`config.mk`:
```
export PLATFORM = sky130hd
export DESIGN_NAME = vram_dma
export DESIGN_NICKNAME = d
export VERILOG_FILES = /design/src/rtl/vram_dma_pkg.sv /design/src/rtl/vram_dma_addr_gen.sv /design/src/rtl/vram_dma.sv
export SDC_FILE = /design/constraint.sdc
export NUM_CORES = 1
export LEC_CHECK = 0
export ABC_AREA = 1
export CAP_MARGIN = 20
export CORE_ASPECT_RATIO = 1.75
export CORE_UTILIZATION = 60
export DETAILED_ROUTE_END_ITERATION = 10
export DONT_BUFFER_PORTS = 1
export HOLD_SLACK_MARGIN = 0.08
export PLACE_DENSITY_LB_ADDON = 0.12
export SLEW_MARGIN = 20
export SYNTH_ARGS = -nofsm -noshare
export SYNTH_HDL_FRONTEND = slang
export SYNTH_SLANG_ARGS = --single-unit
```
`constraint.sdc`:
```
create_clock -name clk -period 12.5 [get_ports clk]
set_input_delay 1.25 -clock clk [delete_from_list [all_inputs] [get_ports clk]]
set_output_delay 1.25 -clock clk [all_outputs]
set_load 0.01 [all_outputs]
```
`src/rtl/vram_dma_pkg.sv`:
```
`default_nettype none
// ============================================================================
// Module      : vram_dma_pkg
// Description : Shared types for the VRAM block-transfer engine: the FSM
//               state encoding and the command opcodes.
// Revision    : 1.0 - initial release
// ============================================================================
package vram_dma_pkg;

    typedef enum logic [2:0] {
        IDLE = 3'd0,
        FILL = 3'd1,
        CRD  = 3'd2,    // copy: issue read of the source word
        CWR  = 3'd3,    // copy: write the word returned by the read
        DONE = 3'd4
    } state_t;

    localparam logic CMD_FILL = 1'b0;
    localparam logic CMD_COPY = 1'b1;

endpackage : vram_dma_pkg
`default_nettype wire

```
`src/rtl/vram_dma_addr_gen.sv`:
```
`default_nettype none
// ============================================================================
// Module      : vram_dma_addr_gen
// Description : Address generator for vram_dma. Holds the latched source and
//               destination bases, the word count, the direction and the word
//               counter. The address outputs describe the word that the NEXT
//               cycle will access, so the top level can register them straight
//               into the VRAM port:
//                 load    -> index 0 of the command on the input pins
//                 advance -> counter + 1
//                 neither -> counter
//               Descending mode maps index i to offset length-1-i.
// Ports       : clk, reset      clock, asynchronous active-high reset
//               load            accept a command (bases/length/desc_in latched)
//               advance         step the word counter
//               src_addr/dst_addr/length/desc_in  command fields
//               nxt_src/nxt_dst addresses for the upcoming access
//               nxt_dst_ok      nxt_dst lies inside the implemented VRAM
//               last            current counter value is the final word
// Revision    : 1.0 - initial release
// ============================================================================
module vram_dma_addr_gen #(
    parameter int ADDR_W = 14,
    parameter int WORDS  = 1056
) (
    input  logic              clk,
    input  logic              reset,
    input  logic              load,
    input  logic              advance,
    input  logic [ADDR_W-1:0] src_addr,
    input  logic [ADDR_W-1:0] dst_addr,
    input  logic [ADDR_W:0]   length,
    input  logic              desc_in,
    output logic [ADDR_W-1:0] nxt_src,
    output logic [ADDR_W-1:0] nxt_dst,
    output logic              nxt_dst_ok,
    output logic              last
);

    localparam logic [ADDR_W:0] c_one = (ADDR_W+1)'(1);

    logic [ADDR_W-1:0] r_src_base;
    logic [ADDR_W-1:0] r_dst_base;
    logic [ADDR_W:0]   r_len;
    logic              r_desc;
    logic [ADDR_W:0]   r_cnt;

    logic [ADDR_W-1:0] w_sbase;
    logic [ADDR_W-1:0] w_dbase;
    logic [ADDR_W:0]   w_len;
    logic              w_desc;
    logic [ADDR_W:0]   w_idx;
    logic [ADDR_W:0]   w_off;

    // On the accept cycle the latches are not loaded yet, so look through to
    // the command pins.
    assign w_sbase = load ? src_addr : r_src_base;
    assign w_dbase = load ? dst_addr : r_dst_base;
    assign w_len   = load ? length   : r_len;
    assign w_desc  = load ? desc_in  : r_desc;
    assign w_idx   = load ? '0 : (advance ? r_cnt + c_one : r_cnt);
    assign w_off   = w_desc ? (w_len - c_one - w_idx) : w_idx;

    // Address arithmetic wraps modulo 2^ADDR_W by truncation.
    assign nxt_src    = w_sbase + w_off[ADDR_W-1:0];
    assign nxt_dst    = w_dbase + w_off[ADDR_W-1:0];
    assign nxt_dst_ok = (int'(nxt_dst) < WORDS);
    assign last       = (r_cnt == r_len - c_one);

    always_ff @(posedge clk or posedge reset) begin
        if (reset) begin
            r_src_base <= '0;
            r_dst_base <= '0;
            r_len      <= '0;
            r_desc     <= 1'b0;
            r_cnt      <= '0;
        end else if (load) begin
            r_src_base <= src_addr;
            r_dst_base <= dst_addr;
            r_len      <= length;
            r_desc     <= desc_in;
            r_cnt      <= '0;
        end else if (advance) begin
            r_cnt      <= r_cnt + c_one;
        end
    end

endmodule : vram_dma_addr_gen
`default_nettype wire

```
`src/rtl/vram_dma.sv`:
```
`default_nettype none
// ============================================================================
// Module      : vram_dma
// Description : Block-transfer engine on the synchronous-read CPU port of one
//               VRAM instance. Executes one FILL or COPY command at a time and
//               pulses done on completion. FILL writes one word per cycle;
//               COPY alternates a read cycle (CRD) and a write cycle (CWR).
//               Writes to addresses >= WORDS are suppressed without changing
//               the cycle count.
// Option      : VRAM_DMA_OVERLAP_EN - when defined, a COPY whose destination
//               starts inside the source region (src < dst < src+length) runs
//               descending, giving memmove semantics. When undefined, COPY is
//               always ascending.
// Ports       : clk, reset          clock, asynchronous active-high reset
//               start, cmd          command strobe (IDLE only), 0=FILL 1=COPY
//               src_addr, dst_addr  base addresses
//               length              word count (0 allowed)
//               fill_value          FILL data word
//               busy, done          status: busy through DONE, 1-cycle done
//               vram_addr, vram_we  registered VRAM address / write enable
//               vram_d              VRAM write data
//               vram_q              VRAM read data (1-cycle latency)
// Revision    : 1.0 - initial release
// ============================================================================
module vram_dma
    import vram_dma_pkg::*;
#(
    parameter int DATA_W = 32,
    parameter int ADDR_W = 14,
    parameter int WORDS  = 1056
) (
    input  logic              clk,
    input  logic              reset,
    input  logic              start,
    input  logic              cmd,
    input  logic [ADDR_W-1:0] src_addr,
    input  logic [ADDR_W-1:0] dst_addr,
    input  logic [ADDR_W:0]   length,
    input  logic [DATA_W-1:0] fill_value,
    output logic              busy,
    output logic              done,
    output logic [ADDR_W-1:0] vram_addr,
    output logic              vram_we,
    output logic [DATA_W-1:0] vram_d,
    input  logic [DATA_W-1:0] vram_q
);

    state_t            r_state;
    logic              r_busy;
    logic              r_done;
    logic              r_we;
    logic [ADDR_W-1:0] r_addr;
    logic [DATA_W-1:0] r_fill;

    logic              w_load;
    logic              w_advance;
    logic              w_desc_in;
    logic [ADDR_W-1:0] w_nxt_src;
    logic [ADDR_W-1:0] w_nxt_dst;
    logic              w_nxt_dst_ok;
    logic              w_last;

    assign w_load    = (r_state == IDLE) && start;
    assign w_advance = (r_state == FILL) || (r_state == CWR);

`ifdef VRAM_DMA_OVERLAP_EN
    // Forward-overlapping copy: walk from the top so source words are read
    // before they are overwritten.
    assign w_desc_in = (cmd == CMD_COPY) && (dst_addr > src_addr)
                       && ({1'b0, dst_addr} < ({1'b0, src_addr} + length));
`else
    assign w_desc_in = 1'b0;
`endif

    vram_dma_addr_gen #(
        .ADDR_W (ADDR_W),
        .WORDS  (WORDS)
    ) u_addr_gen (
        .clk        (clk),
        .reset      (reset),
        .load       (w_load),
        .advance    (w_advance),
        .src_addr   (src_addr),
        .dst_addr   (dst_addr),
        .length     (length),
        .desc_in    (w_desc_in),
        .nxt_src    (w_nxt_src),
        .nxt_dst    (w_nxt_dst),
        .nxt_dst_ok (w_nxt_dst_ok),
        .last       (w_last)
    );

    // Outputs are registered alongside the state change so that the address
    // and write enable line up with the state they belong to.
    always_ff @(posedge clk or posedge reset) begin
        if (reset) begin
            r_state <= IDLE;
            r_busy  <= 1'b0;
            r_done  <= 1'b0;
            r_we    <= 1'b0;
            r_addr  <= '0;
            r_fill  <= '0;
        end else begin
            r_done <= 1'b0;
            r_we   <= 1'b0;
            r_addr <= '0;
            case (r_state)
                IDLE: begin
                    if (start) begin
                        r_fill <= fill_value;
                        r_busy <= 1'b1;
                        if (length == '0) begin
                            r_state <= DONE;
                            r_done  <= 1'b1;
                        end else if (cmd == CMD_FILL) begin
                            r_state <= FILL;
                            r_addr  <= w_nxt_dst;
                            r_we    <= w_nxt_dst_ok;
                        end else begin
                            r_state <= CRD;
                            r_addr  <= w_nxt_src;
                        end
                    end
                end
                FILL: begin
                    if (w_last) begin
                        r_state <= DONE;
                        r_done  <= 1'b1;
                    end else begin
                        r_addr  <= w_nxt_dst;
                        r_we    <= w_nxt_dst_ok;
                    end
                end
                CRD: begin
                    r_state <= CWR;
                    r_addr  <= w_nxt_dst;
                    r_we    <= w_nxt_dst_ok;
                end
                CWR: begin
                    if (w_last) begin
                        r_state <= DONE;
                        r_done  <= 1'b1;
                    end else begin
                        r_state <= CRD;
                        r_addr  <= w_nxt_src;
                    end
                end
                DONE: begin
                    r_state <= IDLE;
                    r_busy  <= 1'b0;
                end
                default: begin
                    r_state <= IDLE;
                    r_busy  <= 1'b0;
                end
            endcase
        end
    end

    // Write data: the latched fill word, or the word read back in CRD passed
    // straight through during CWR.
    always_comb begin
        vram_d = '0;
        if (r_state == FILL) begin
            vram_d = r_fill;
        end else if (r_state == CWR) begin
            vram_d = vram_q;
        end
    end

    assign busy      = r_busy;
    assign done      = r_done;
    assign vram_we   = r_we;
    assign vram_addr = r_addr;

endmodule : vram_dma
`default_nettype wire

```
==> impl_metrics.yaml, run 1 <==
grt:
  grt_first_pass_wirelength_um: 28840
  grt_max_degree: 69
  antenna_found_initial: 0
  grt_util_all_layers_pct: 29.25
  global_route.overflow_total: 0
  grt_pass1_vias: 6405
worst_setup_path:
  critical_path_class: "input pin to flop"
  critical-path-slowest-cell: "sky130_fd_sc_hd__nor2_4"
  critical_path_required_ns: 12.75
  r2r_setup_slack_ns: 7.26
  timing.critical_path.to_type: "flop"
  reg2reg_depth: 29
  worst_r2r_endpoint: "vram_addr[13]"
  worst_ep_arrival_time_ns: 5.77
  cp_slowest_stage_delay_ns: 0.69
  launch_point_of_the_worst_reg_to_reg_path: "r_state[2]"
  path_common_cell: "sky130_fd_sc_hd__nand2_1"
  critical_path.max_fanout: 65
  worst_setup_path_start_kind: "input pin"
placement:
  global_placer_s_final_weighted_congestion: 0.8705
  pre_cts_ws_ns: 6.575
  placed_wire_length_estimate_after_detailed_placement_um: 14020
  number_of_buffers_inserted_by_port_buffering: 0
min_path:
  hold_class: "flop to flop"
  timing.hold.worst_path_depth: 2
  whs_endpoint: "r_fill[22]"
  startpoint_of_the_worst_hold_path: "r_fill[22]"
clock_network:
  cell_at_the_root_of_the_clock_tree: "sky130_fd_sc_hd__clkbuf_16"
  postCtsResizedCells: 0
  cts_buffers: 9
  max-clock-path-buffers: 2
  ctsHtreeMaxLevel: 3
  path_clk_slew_ns: 0.07
  cts_hold_repair.buffers: 0
  post-cts-setup-buffers: 0
  cts_tree: "built"
  clock_sink_count: 111
  insertion_delay_to_the_later_sink_of_the_worst_skew_pair_ns: 0.36
synthesis:
  ys_types: 47
  synth.cells.most_frequent: "339 x sky130_fd_sc_hd__nand2_1, 111 x sky130_fd_sc_hd__dfrtp_1, 99 x sky130_fd_sc_hd__inv_1"
  synth_area_um2: 7336
  synth_top_area_cell: "sky130_fd_sc_hd__dfrtp_1"
  post-synth-top-area-fraction_pct: 37.86
  synth_cells: 979
  synth.ff_latch_count: 111
  yosysMostFrequentCell: "sky130_fd_sc_hd__nand2_1"
  ys_warn_count: 0
  synth_ff_type: "sky130_fd_sc_hd__dfrtp_1"
  synth_top_cells_by_area: "sky130_fd_sc_hd__dfrtp_1 38%, sky130_fd_sc_hd__nand2_1 17%, sky130_fd_sc_hd__ha_1 7.0%"
  synth_fp_nets: 1134
  post_synth.cell_area_avg_um2: 7.493
  synth-edff-count: 0
  ys_seq_area_share_pct: 37.86
  synthArstFlopShare_pct: 100.0
die:
  chipHeight_um: 148.3
  die_area_um2: 12690
  floorplan.initialDensity_pct: 61.46
  rows: 53
  dieWidth_um: 85.59
  core_region_area_um2: 11940
  io-pin-count: 160
drt:
  drt_iter0_markers: 326
  antenna_violating_nets_post_route: 0
  routed_wirelength_um: 18200
  wire_per_inst_um: 16.41
  number_of_search_and_repair_iterations_in_the_first_detailed_routing_pass: 4
  route.vias.total: 6451
  route.detailed.drc: 0
  via_per_inst: 5.817
power_and_ir_drop:
  p_seq_share_pct: 30.0
  p_leak_nw: 4.012
  switching_share_pct: 48.13
  vdd.ir_drop.worst_uv: 134.1
  power_internal_mw: 1.035
  p_comb_share_pct: 55.9
  power_switching_mw: 0.9600
  power_per_cell_area_nw_per_um2: 259.1
  clkPwrFrac_pct: 14.1
timing:
  final-hold-violation-count: 0
  finalWorstSetupSlack_ns: 6.984
  post_route_skew_ns: 0.009568
  final_critical_path_time_including_i_o_delays_and_setup_ns: 5.516
  timing_max_transition_violations_final: 0
  finalSetupViolations: 0
  rsz0062_at_grt: "no"
  totalNegativeSetupSlack_ns: 0
  layout_worst_path_cycle_share_pct: 44.13
  worst_slew_pin_tran_ns: 1.024
  slew-limit-headroom_pct: 31.08
  clock.fmax_mhz: 181.3
job:
  drv.max_cap_violation_count: 0
status:
  run_status: "finished clean"
finish:
  final_net_count: 1122
  antenna-diode-count: 0
  post_route_cells_drive_above_1_share_pct: 6.790
  syn2layout_area_growth_pct: 4.963
## flip-flops by register name, summed over array words and instances (netlist names)
name / count
u_addr_gen.r_cnt: 15
done: 1
r_state: 3
vram_we: 1
busy: 1
u_addr_gen.r_desc: 1
u_addr_gen.r_dst_base: 14
vram_addr: 14
u_addr_gen.r_src_base: 14
r_fill: 32
u_addr_gen.r_len: 15
## cell families (layout without fill, tap and decap cells)
kind of cell | count (synthesis) | in the layout | share of synthesized area [%]
XOR/XNOR | 37 | 37 | 4.418
AND/OR/NAND/NOR | 513 | 513 | 30.45
buffers and inverters | 130 | 123 | 6.993
flip-flops | 111 | 111 | 37.86
multiplexers | 1 | 1 | 0.1365
AO/OA/AOI/OAI | 143 | 143 | 12.33
adder cells (fa/ha/maj) | 44 | 44 | 7.812
## routing by layer
layer,global-route usage (%),part of all wire (%),vias to the layer above
met5,0,0,-
met4,17.42,4.8,0
met3,3.940,4.1,57
met2,56.24,55,193
met1,29.05,37,3026
li1,-,-,3175
## worst max path at each step
stage / startpoint / endpoint / slack [ns] / cells after the start
2_1_floorplan: start / vram_addr[13] / 7.45 / 33
3_3_place_gp: start / vram_addr[13] / 6.66 / 28
3_5_place_dp: start / vram_addr[13] / 6.57 / 28
4_1_cts: start / vram_addr[13] / 6.95 / 28
5_1_grt: start / vram_addr[13] / 6.33 / 27
6_report: start / vram_addr[13] / 6.98 / 28
## per-stage QoR
step / hold slack (ns) / cells / instance area (um2) / power [mW] / utilization (%)
2_1_floorplan: 0.4417 / 979 / 7336 / 1.476 / -
3_3_place_gp: 0.4563 / 1093 / 7420 / 1.694 / 62.16
3_5_place_dp: 0.4612 / 1093 / 7420 / 1.710 / 62.16
4_1_cts: 0.4783 / 1109 / 7700 / 2.000 / 64.51
5_1_grt: 0.4939 / 1109 / 7700 / 2.171 / 64.51
6_report: 0.4757 / 1109 / 7700 / 1.995 / 64.51
## cell usage in the layout (no fill, tap or decap), types with 19 or more instances in the layout
cell	synthesis	routed
sky130_fd_sc_hd__nand2_1	339	339
sky130_fd_sc_hd__dfrtp_1	111	111
sky130_fd_sc_hd__inv_1	99	98
sky130_fd_sc_hd__nand3_1	49	49
sky130_fd_sc_hd__nor2_1	48	47
sky130_fd_sc_hd__a21oi_1	45	45
sky130_fd_sc_hd__ha_1	41	41
sky130_fd_sc_hd__o21ai_0	33	33
sky130_fd_sc_hd__a22o_1	32	32
sky130_fd_sc_hd__xor2_1	27	27
sky130_fd_sc_hd__nor3_1	19	19
## final cells by class
type | count | area (um2)
fillers | 1101 | 4237
multi-input cells | 738 | 4048
repair buffers | 5 | 37.54
well taps | 137 | 171.4
clock inverters | 6 | 51.30
flip-flops and latches | 111 | 2778
inverters | 102 | 385.4
clock buffers | 10 | 229.0
## power groups by stage
stage / Combinational, mW / Sequential [mW] / Clock, mW
global placement: 1.09 / 0.602 / 0
finish: 1.12 / 0.598 / 0.282
detailed placement: 1.11 / 0.603 / 0
floorplan: 0.895 / 0.581 / 0
CTS: 1.11 / 0.597 / 0.288
global route: 1.26 / 0.611 / 0.299
## critical path: cells and delay by family
family / cells / cell delay, ns
xor gates and xnor gates: 1 / 0.16
buffers and inverters: 6 / 1.00
and+or+nand+nor: 15 / 2.25
AOI/OAI and AO/OA: 4 / 0.42
adders and majority gates: 2 / 0.63
(Power assumes the default switching activity.)
==> run 2: changes to the inputs <==
--- a/config.mk
+++ b/config.mk
@@ -5,10 +5,10 @@
 export SDC_FILE = /design/constraint.sdc
 export NUM_CORES = 1
 export LEC_CHECK = 0
-export ABC_AREA = 1
+export ABC_AREA = 0
 export CAP_MARGIN = 20
 export CORE_ASPECT_RATIO = 1.75
-export CORE_UTILIZATION = 60
+export CORE_UTILIZATION = 58
 export DETAILED_ROUTE_END_ITERATION = 10
 export DONT_BUFFER_PORTS = 1
 export HOLD_SLACK_MARGIN = 0.08
==> constraint.sdc (replaced) <==
create_clock -name clk -period 4.6 [get_ports clk]
set_input_delay 0.46 -clock clk [delete_from_list [all_inputs] [get_ports clk]]
set_output_delay 0.46 -clock clk [all_outputs]
set_load 0.01 [all_outputs]
==> impl_metrics.yaml, run 2 <==
status:
  run_status: "complete, but fails checks"
  violations_in_the_final_reports: "setup timing"
synthesis:
  post_synth.cell_area_avg_um2: 8.406
  synth_xor_area_share_pct: 7.884
  synth_ff_type: "sky130_fd_sc_hd__dfrtp_1"
  synth_top_area_cell: "sky130_fd_sc_hd__dfrtp_1"
  post-synth-top-area-fraction_pct: 38.47
  synth_cells: 859
  ys_warn_count: 0
  synth.cells.most_frequent: "256 x sky130_fd_sc_hd__nand2_1, 111 x sky130_fd_sc_hd__dfrtp_1, 63 x sky130_fd_sc_hd__nor2_1"
  synth.mux.area_fraction_pct: 4.921
  synthArstFlopShare_pct: 100.0
  synth_compound_gate_area_share_pct: 11.38
  ys_seq_area_share_pct: 38.47
  synth_top_cells_by_area: "sky130_fd_sc_hd__dfrtp_1 38%, sky130_fd_sc_hd__nand2_1 13%, sky130_fd_sc_hd__ha_1 7.1%"
  synth_fp_nets: 1014
  synth_area_um2: 7221
  synth_simple_gate_area_share_pct: 26.03
  yosysMostFrequentCell: "sky130_fd_sc_hd__nand2_1"
  synth_adder_area_share_pct: 7.936
  synth-edff-count: 0
  combinational_family_with_the_most_area_after_synthesis: "simple AND/OR/NAND/NOR gates"
  ys_types: 68
  synth.ff_latch_count: 111
clock_network:
  cts_buffers: 9
  path_clk_slew_ns: 0.07
  clock_sink_count: 111
  ctsHtreeMaxLevel: 3
  cts_tree: "built"
  insertion_delay_to_the_later_sink_of_the_worst_skew_pair_ns: 0.35
  cell_at_the_root_of_the_clock_tree: "sky130_fd_sc_hd__clkbuf_16"
  max-clock-path-buffers: 2
worst_setup_path:
  critical_path.n_buffers_inverters: 1
  crit_family: "simple AND/OR/NAND/NOR gates"
  cp_slowest_stage_delay_ns: 0.45
  cp_cell_sequence: "nor2b_4 -> buf_6 -> xnor2_2 -> or2_4 -> ha_4 -> fa_2 -> a21o_1 -> a21o_1 -> a21oi_2 -> nor2b_4 -> o21ai_4 -> a311oi_2 -> o21ai_1 -> nand2b_1 -> xnor2_1 -> o22ai_1 -> ha_1 -> nor2b_1 -> a31oi_1 -> nand3b_1 -> xor2_1 -> or2_4 -> nor4bb_4"
  critical-path-slowest-cell: "sky130_fd_sc_hd__dfrtp_2"
  launch_point_of_the_worst_reg_to_reg_path: "r_state[2]"
  timing.critical_path.to_type: "flop"
  cp_num_cells: 23
  reg2reg_depth: 23
  critical_path.max_fanout: 4
  startpoint: "r_state[2]"
  worstSetupEndpoint: "vram_we"
  worst_ep_arrival_time_ns: 5.11
  r2r_setup_slack_ns: -0.27
  worst_setup_path_start_kind: "flop"
  critical_path_required_ns: 4.85
  critical_path_class: "flop to flop"
  worst_r2r_endpoint: "vram_we"
die:
  floorplan.initialDensity_pct: 59.83
  dieWidth_um: 86.35
  chipHeight_um: 149.6
  die_area_um2: 12920
  io-pin-count: 160
  rows: 53
  core_region_area_um2: 12070
timing:
  slew-limit-headroom_pct: 33.87
  rsz0062_at_grt: "yes"
  final-hold-violation-count: 0
  worst_slew_pin_tran_ns: 0.9853
  timing_max_transition_violations_final: 0
  final_critical_path_time_including_i_o_delays_and_setup_ns: 4.866
  clock.fmax_mhz: 205.5
  post_route_skew_ns: 0.006443
  totalNegativeSetupSlack_ns: -0.5020
  layout_worst_path_cycle_share_pct: 105.8
  finalSetupViolations: 4
  finalWorstSetupSlack_ns: -0.2660
job:
  drv.max_cap_violation_count: 0
finish:
  reg_top3: "r_fill: 32 flops, u_addr_gen.r_cnt: 15 flops, u_addr_gen.r_len: 15 flops"
  stdcell_count: 1074
  post_route_cells_drive_above_1_share_pct: 18.59
  final_net_count: 1059
  final_util_pct: 70.72
  layout_commonest_cell: "sky130_fd_sc_hd__nand2_1"
  antenna-diode-count: 0
  syn2layout_area_growth_pct: 18.21
  register_with_the_most_flip_flops: "r_fill"
  mostFrequentLayoutCells: "249 x sky130_fd_sc_hd__nand2_1, 109 x sky130_fd_sc_hd__dfrtp_1, 62 x sky130_fd_sc_hd__buf_4, 61 x sky130_fd_sc_hd__nor2_1, 35 x sky130_fd_sc_hd__xnor2_1"
  largest_register_ffs: 32
drt:
  wire_per_inst_um: 18.21
  routed_wirelength_um: 19560
  drt_iter0_markers: 289
  number_of_search_and_repair_iterations_in_the_first_detailed_routing_pass: 5
  antenna_violating_nets_post_route: 0
  via_per_inst: 5.912
  route.vias.total: 6349
  route.detailed.drc: 0
placement:
  count_of_placed_standard_cells_including_taps: 1045
  number_of_buffers_inserted_by_port_buffering: 0
  pre_cts_ws_ns: -0.2984
  placed_wire_length_estimate_after_detailed_placement_um: 14340
  global_placer_s_final_weighted_congestion: 0.8857
grt:
  grt_first_pass_wirelength_um: 29330
  grt_max_degree: 73
  grt_pass1_vias: 6413
  antenna_found_initial: 0
  grt_util_all_layers_pct: 29.48
  global_route.overflow_total: 0
power_and_ir_drop:
  vdd.ir_drop.worst_uv: 464.1
  p_leak_nw: 4.374
  power_per_cell_area_nw_per_um2: 783.5
min_path:
  hold_class: "input pin to async pin"
run 2: routing by layer:
layer / global-route usage [%] / routed length [um] / vias up
li1: - / - / 2998
met1: 28.60 / 6897 / 3055
met2: 57.86 / 10900 / 229
met3: 3.475 / 721 / 67
met4: 17.17 / 1043 / 0
met5: 0 / 0 / -
run 2: worst min path at each step:
stage | from | end | cells past startpoint
after floorplan | u_addr_gen.r_dst_base[0] | u_addr_gen.r_dst_base[0] | 2
final | reset | r_fill[1] | 1
after CTS | reset | r_fill[1] | 1
after global placement | r_fill[31] | r_fill[31] | 2
after detailed placement | r_fill[19] | r_fill[19] | 2
after global routing | fill_value[31] | r_fill[31] | 2
run 2: what timing repair did:
action,4_1_cts,5_1_grt
endpoints found under the setup margin,4,5
pin swaps,19,43
hold buffers,0,0
hold endpoints to repair,0,0
resized for setup,30,44
setup buffers,6,9
cloned,0,1
run 2: cell type report:
| class | count | area, um2 |
|---|---|---|
| Multi-Input combinational cell | 687 | 4598 |
| Fill cell | 952 | 3533 |
| Sequential cell | 111 | 2780 |
| Timing Repair Buffer | 66 | 510.5 |
| Clock buffer | 10 | 239.0 |
| Tap cell | 165 | 206.4 |
| Inverter | 29 | 111.4 |
| Clock inverter | 6 | 90.09 |
run 2: metrics by stage:
stage	hold slack, ns	power, mW	area, um2
CTS	0.1945	6.309	8233
detailed placement	0.4619	5.232	7745
global route	0.2072	7.147	8536
global placement	0.4574	5.093	7745
finish	0.1644	6.687	8536
floorplan	0.4442	4.277	7288
run 2: power by group:
group	total, mW	leakage, nW	switching (mW)	internal [mW]
Sequential	1.76	1.39	0.341	1.42
Combinational	4.07	2.82	2.20	1.87
Clock	0.860	0.159	0.364	0.495
Total	6.69	4.37	2.91	3.78
run 2: cells by family (layout without fill, tap and decap cells):
family | count (synthesis) | count (layout)
buf+inv | 62 | 111
compound gates | 123 | 123
simple gates | 419 | 420
fa+ha+maj | 44 | 44
flops | 111 | 111
mux | 35 | 35
xor+xnor | 65 | 65
==> run 3: changes to the inputs <==
--- a/config.mk
+++ b/config.mk
@@ -13,6 +13,7 @@
 export DONT_BUFFER_PORTS = 1
 export HOLD_SLACK_MARGIN = 0.08
 export PLACE_DENSITY_LB_ADDON = 0.12
+export REMOVE_ABC_BUFFERS = 1
 export SLEW_MARGIN = 20
 export SYNTH_ARGS = -nofsm -noshare
 export SYNTH_HDL_FRONTEND = slang
==> impl_metrics.yaml, run 3 (synthesized netlist as in run 2, its figures left out) <==
die:
  dieWidth_um: 86.35
  io-pin-count: 160
  chipHeight_um: 149.6
  floorplan.initialDensity_pct: 59.83
  die_area_um2: 12920
  core_region_area_um2: 12070
  rows: 53
clock_network:
  cts_tree: "built"
  insertion_delay_to_the_later_sink_of_the_worst_skew_pair_ns: 0.35
  clock_sink_count: 111
  path_clk_slew_ns: 0.07
  max-clock-path-buffers: 2
  cts_hold_repair.buffers: 0
  cts_buffers: 9
  cell_at_the_root_of_the_clock_tree: "sky130_fd_sc_hd__clkbuf_16"
  ctsHtreeMaxLevel: 3
timing:
  layout_worst_path_cycle_share_pct: 101.5
  rsz0062_at_grt: "yes"
  clock.fmax_mhz: 214.2
  post_route_skew_ns: 0.005729
  finalWorstSetupSlack_ns: -0.06796
  totalNegativeSetupSlack_ns: -0.1204
  hold_ws_ns: 0.1809
  final_critical_path_time_including_i_o_delays_and_setup_ns: 4.668
  slew-limit-headroom_pct: 39.02
  finalSetupViolations: 2
  timing_max_transition_violations_final: 0
  worst_slew_pin_tran_ns: 0.9147
  final-hold-violation-count: 0
worst_setup_path:
  critical_path_class: "flop to flop"
  critical_path.n_buffers_inverters: 2
  critical_path_required_ns: 4.84
  critical-path-slowest-cell: "sky130_fd_sc_hd__or4_1"
  worst_setup_path_start_kind: "flop"
  worst_ep_arrival_time_ns: 4.91
  cp_cell_sequence: "buf_6 -> nor2_4 -> and2_4 -> or2_4 -> ha_4 -> fa_2 -> a21o_1 -> a21o_1 -> a21oi_2 -> nor2b_4 -> o31ai_4 -> a311oi_2 -> or4_1 -> a31oi_1 -> xor2_1 -> o21ai_1 -> ha_1 -> a21oi_2 -> a31oi_4 -> xnor2_2 -> xnor2_2 -> buf_4 -> o2bb2ai_1"
  cp_slowest_stage_delay_ns: 0.42
  timing.critical_path.to_type: "flop"
  crit_family: "compound AO/OA/AOI/OAI gates"
  critical_path.max_fanout: 7
power_and_ir_drop:
  p_leak_nw: 4.533
  vdd.ir_drop.worst_uv: 367.1
  power_per_cell_area_nw_per_um2: 781.5
grt:
  grt_first_pass_wirelength_um: 30630
  grt_util_all_layers_pct: 30.69
  grt_max_degree: 73
  global_route.overflow_total: 0
  grt_pass1_vias: 6529
  antenna_found_initial: 0
drt:
  number_of_search_and_repair_iterations_in_the_first_detailed_routing_pass: 5
  routed_wirelength_um: 19440
  wire_per_inst_um: 17.56
  route.vias.total: 6399
  drt_iter0_markers: 235
  route.detailed.drc: 0
  via_per_inst: 5.780
  antenna_violating_nets_post_route: 0
finish:
  post_route_cells_drive_above_1_share_pct: 20.17
  syn2layout_area_growth_pct: 20.86
  largest_register_ffs: 32
  antenna-diode-count: 0
  final_net_count: 1092
  layout_commonest_cell: "sky130_fd_sc_hd__nand2_1"
  reg_top3: "r_fill: 32 flops, u_addr_gen.r_cnt: 15 flops, u_addr_gen.r_len: 15 flops"
  mostFrequentLayoutCells: "254 x sky130_fd_sc_hd__nand2_1, 110 x sky130_fd_sc_hd__dfrtp_1, 96 x sky130_fd_sc_hd__buf_4, 62 x sky130_fd_sc_hd__nor2_1, 36 x sky130_fd_sc_hd__xnor2_1"
  stdcell_count: 1107
  register_with_the_most_flip_flops: "r_fill"
placement:
  pre_cts_ws_ns: -0.4571
  number_of_buffers_inserted_by_port_buffering: 0
  placed_wire_length_estimate_after_detailed_placement_um: 14650
  count_of_placed_standard_cells_including_taps: 1082
  global_placer_s_final_weighted_congestion: 0.9758
job:
  drv.max_cap_violation_count: 0
status:
  violations_in_the_final_reports: "setup timing"
  run_status: "complete, but fails checks"
min_path:
  hold_class: "input pin to async pin"
run 3: per-layer routing:
metal	GRT usage [%]	up-vias	wire, um
li1	-	3059	-
met1	31.88	3078	7088
met2	58.10	206	10650
met3	4.854	56	862
met4	15.58	0	840
met5	0	-	0
run 3: stage by stage:
step	area, um2	util [%]	power, mW
6_report	8727	72.31	6.820
5_1_grt	8727	72.31	7.367
4_1_cts	8482	70.28	6.574
3_5_place_dp	7984	66.15	5.476
3_3_place_gp	7984	66.15	5.346
2_1_floorplan	7086	-	4.201
run 3: where the power goes:
group / total (mW) / internal [mW] / switching [mW]
Clock: 0.901 / 0.537 / 0.364
Combinational: 4.18 / 2.02 / 2.16
Sequential: 1.74 / 1.42 / 0.326
Total: 6.82 / 3.97 / 2.85
run 3: cell type report:
class / instances / area (um2)
Clock buffer: 10 / 229.0
Clock inverter: 6 / 115.1
Fill cell: 973 / 3342
Inverter: 29 / 111.4
Multi-Input combinational cell: 686 / 4521
Sequential cell: 111 / 2779
Tap cell: 165 / 206.4
Timing Repair Buffer: 100 / 765.7
run 3: repair_timing:
| item | CTS | global route |
|---|---|---|
| gates resized for setup | 39 | 37 |
| setup endpoints to repair | 5 | 5 |
| setup buffers | 3 | 6 |
| pin swaps | 23 | 38 |
run 3: final timing paths:
kind,endpoint,cells past startpoint,start,slack (ns)
hold / removal,vram_addr[3],1,reset,0.18
min in group clk,r_fill[12],2,fill_value[12],0.21
setup reg to reg,vram_addr[13],23,r_state[2],-0.07
hold reg to reg,r_fill[31],2,r_fill[31],0.48
max in group asynchronous,vram_addr[5],2,reset,3.37
setup / recovery,vram_addr[13],23,r_state[2],-0.07
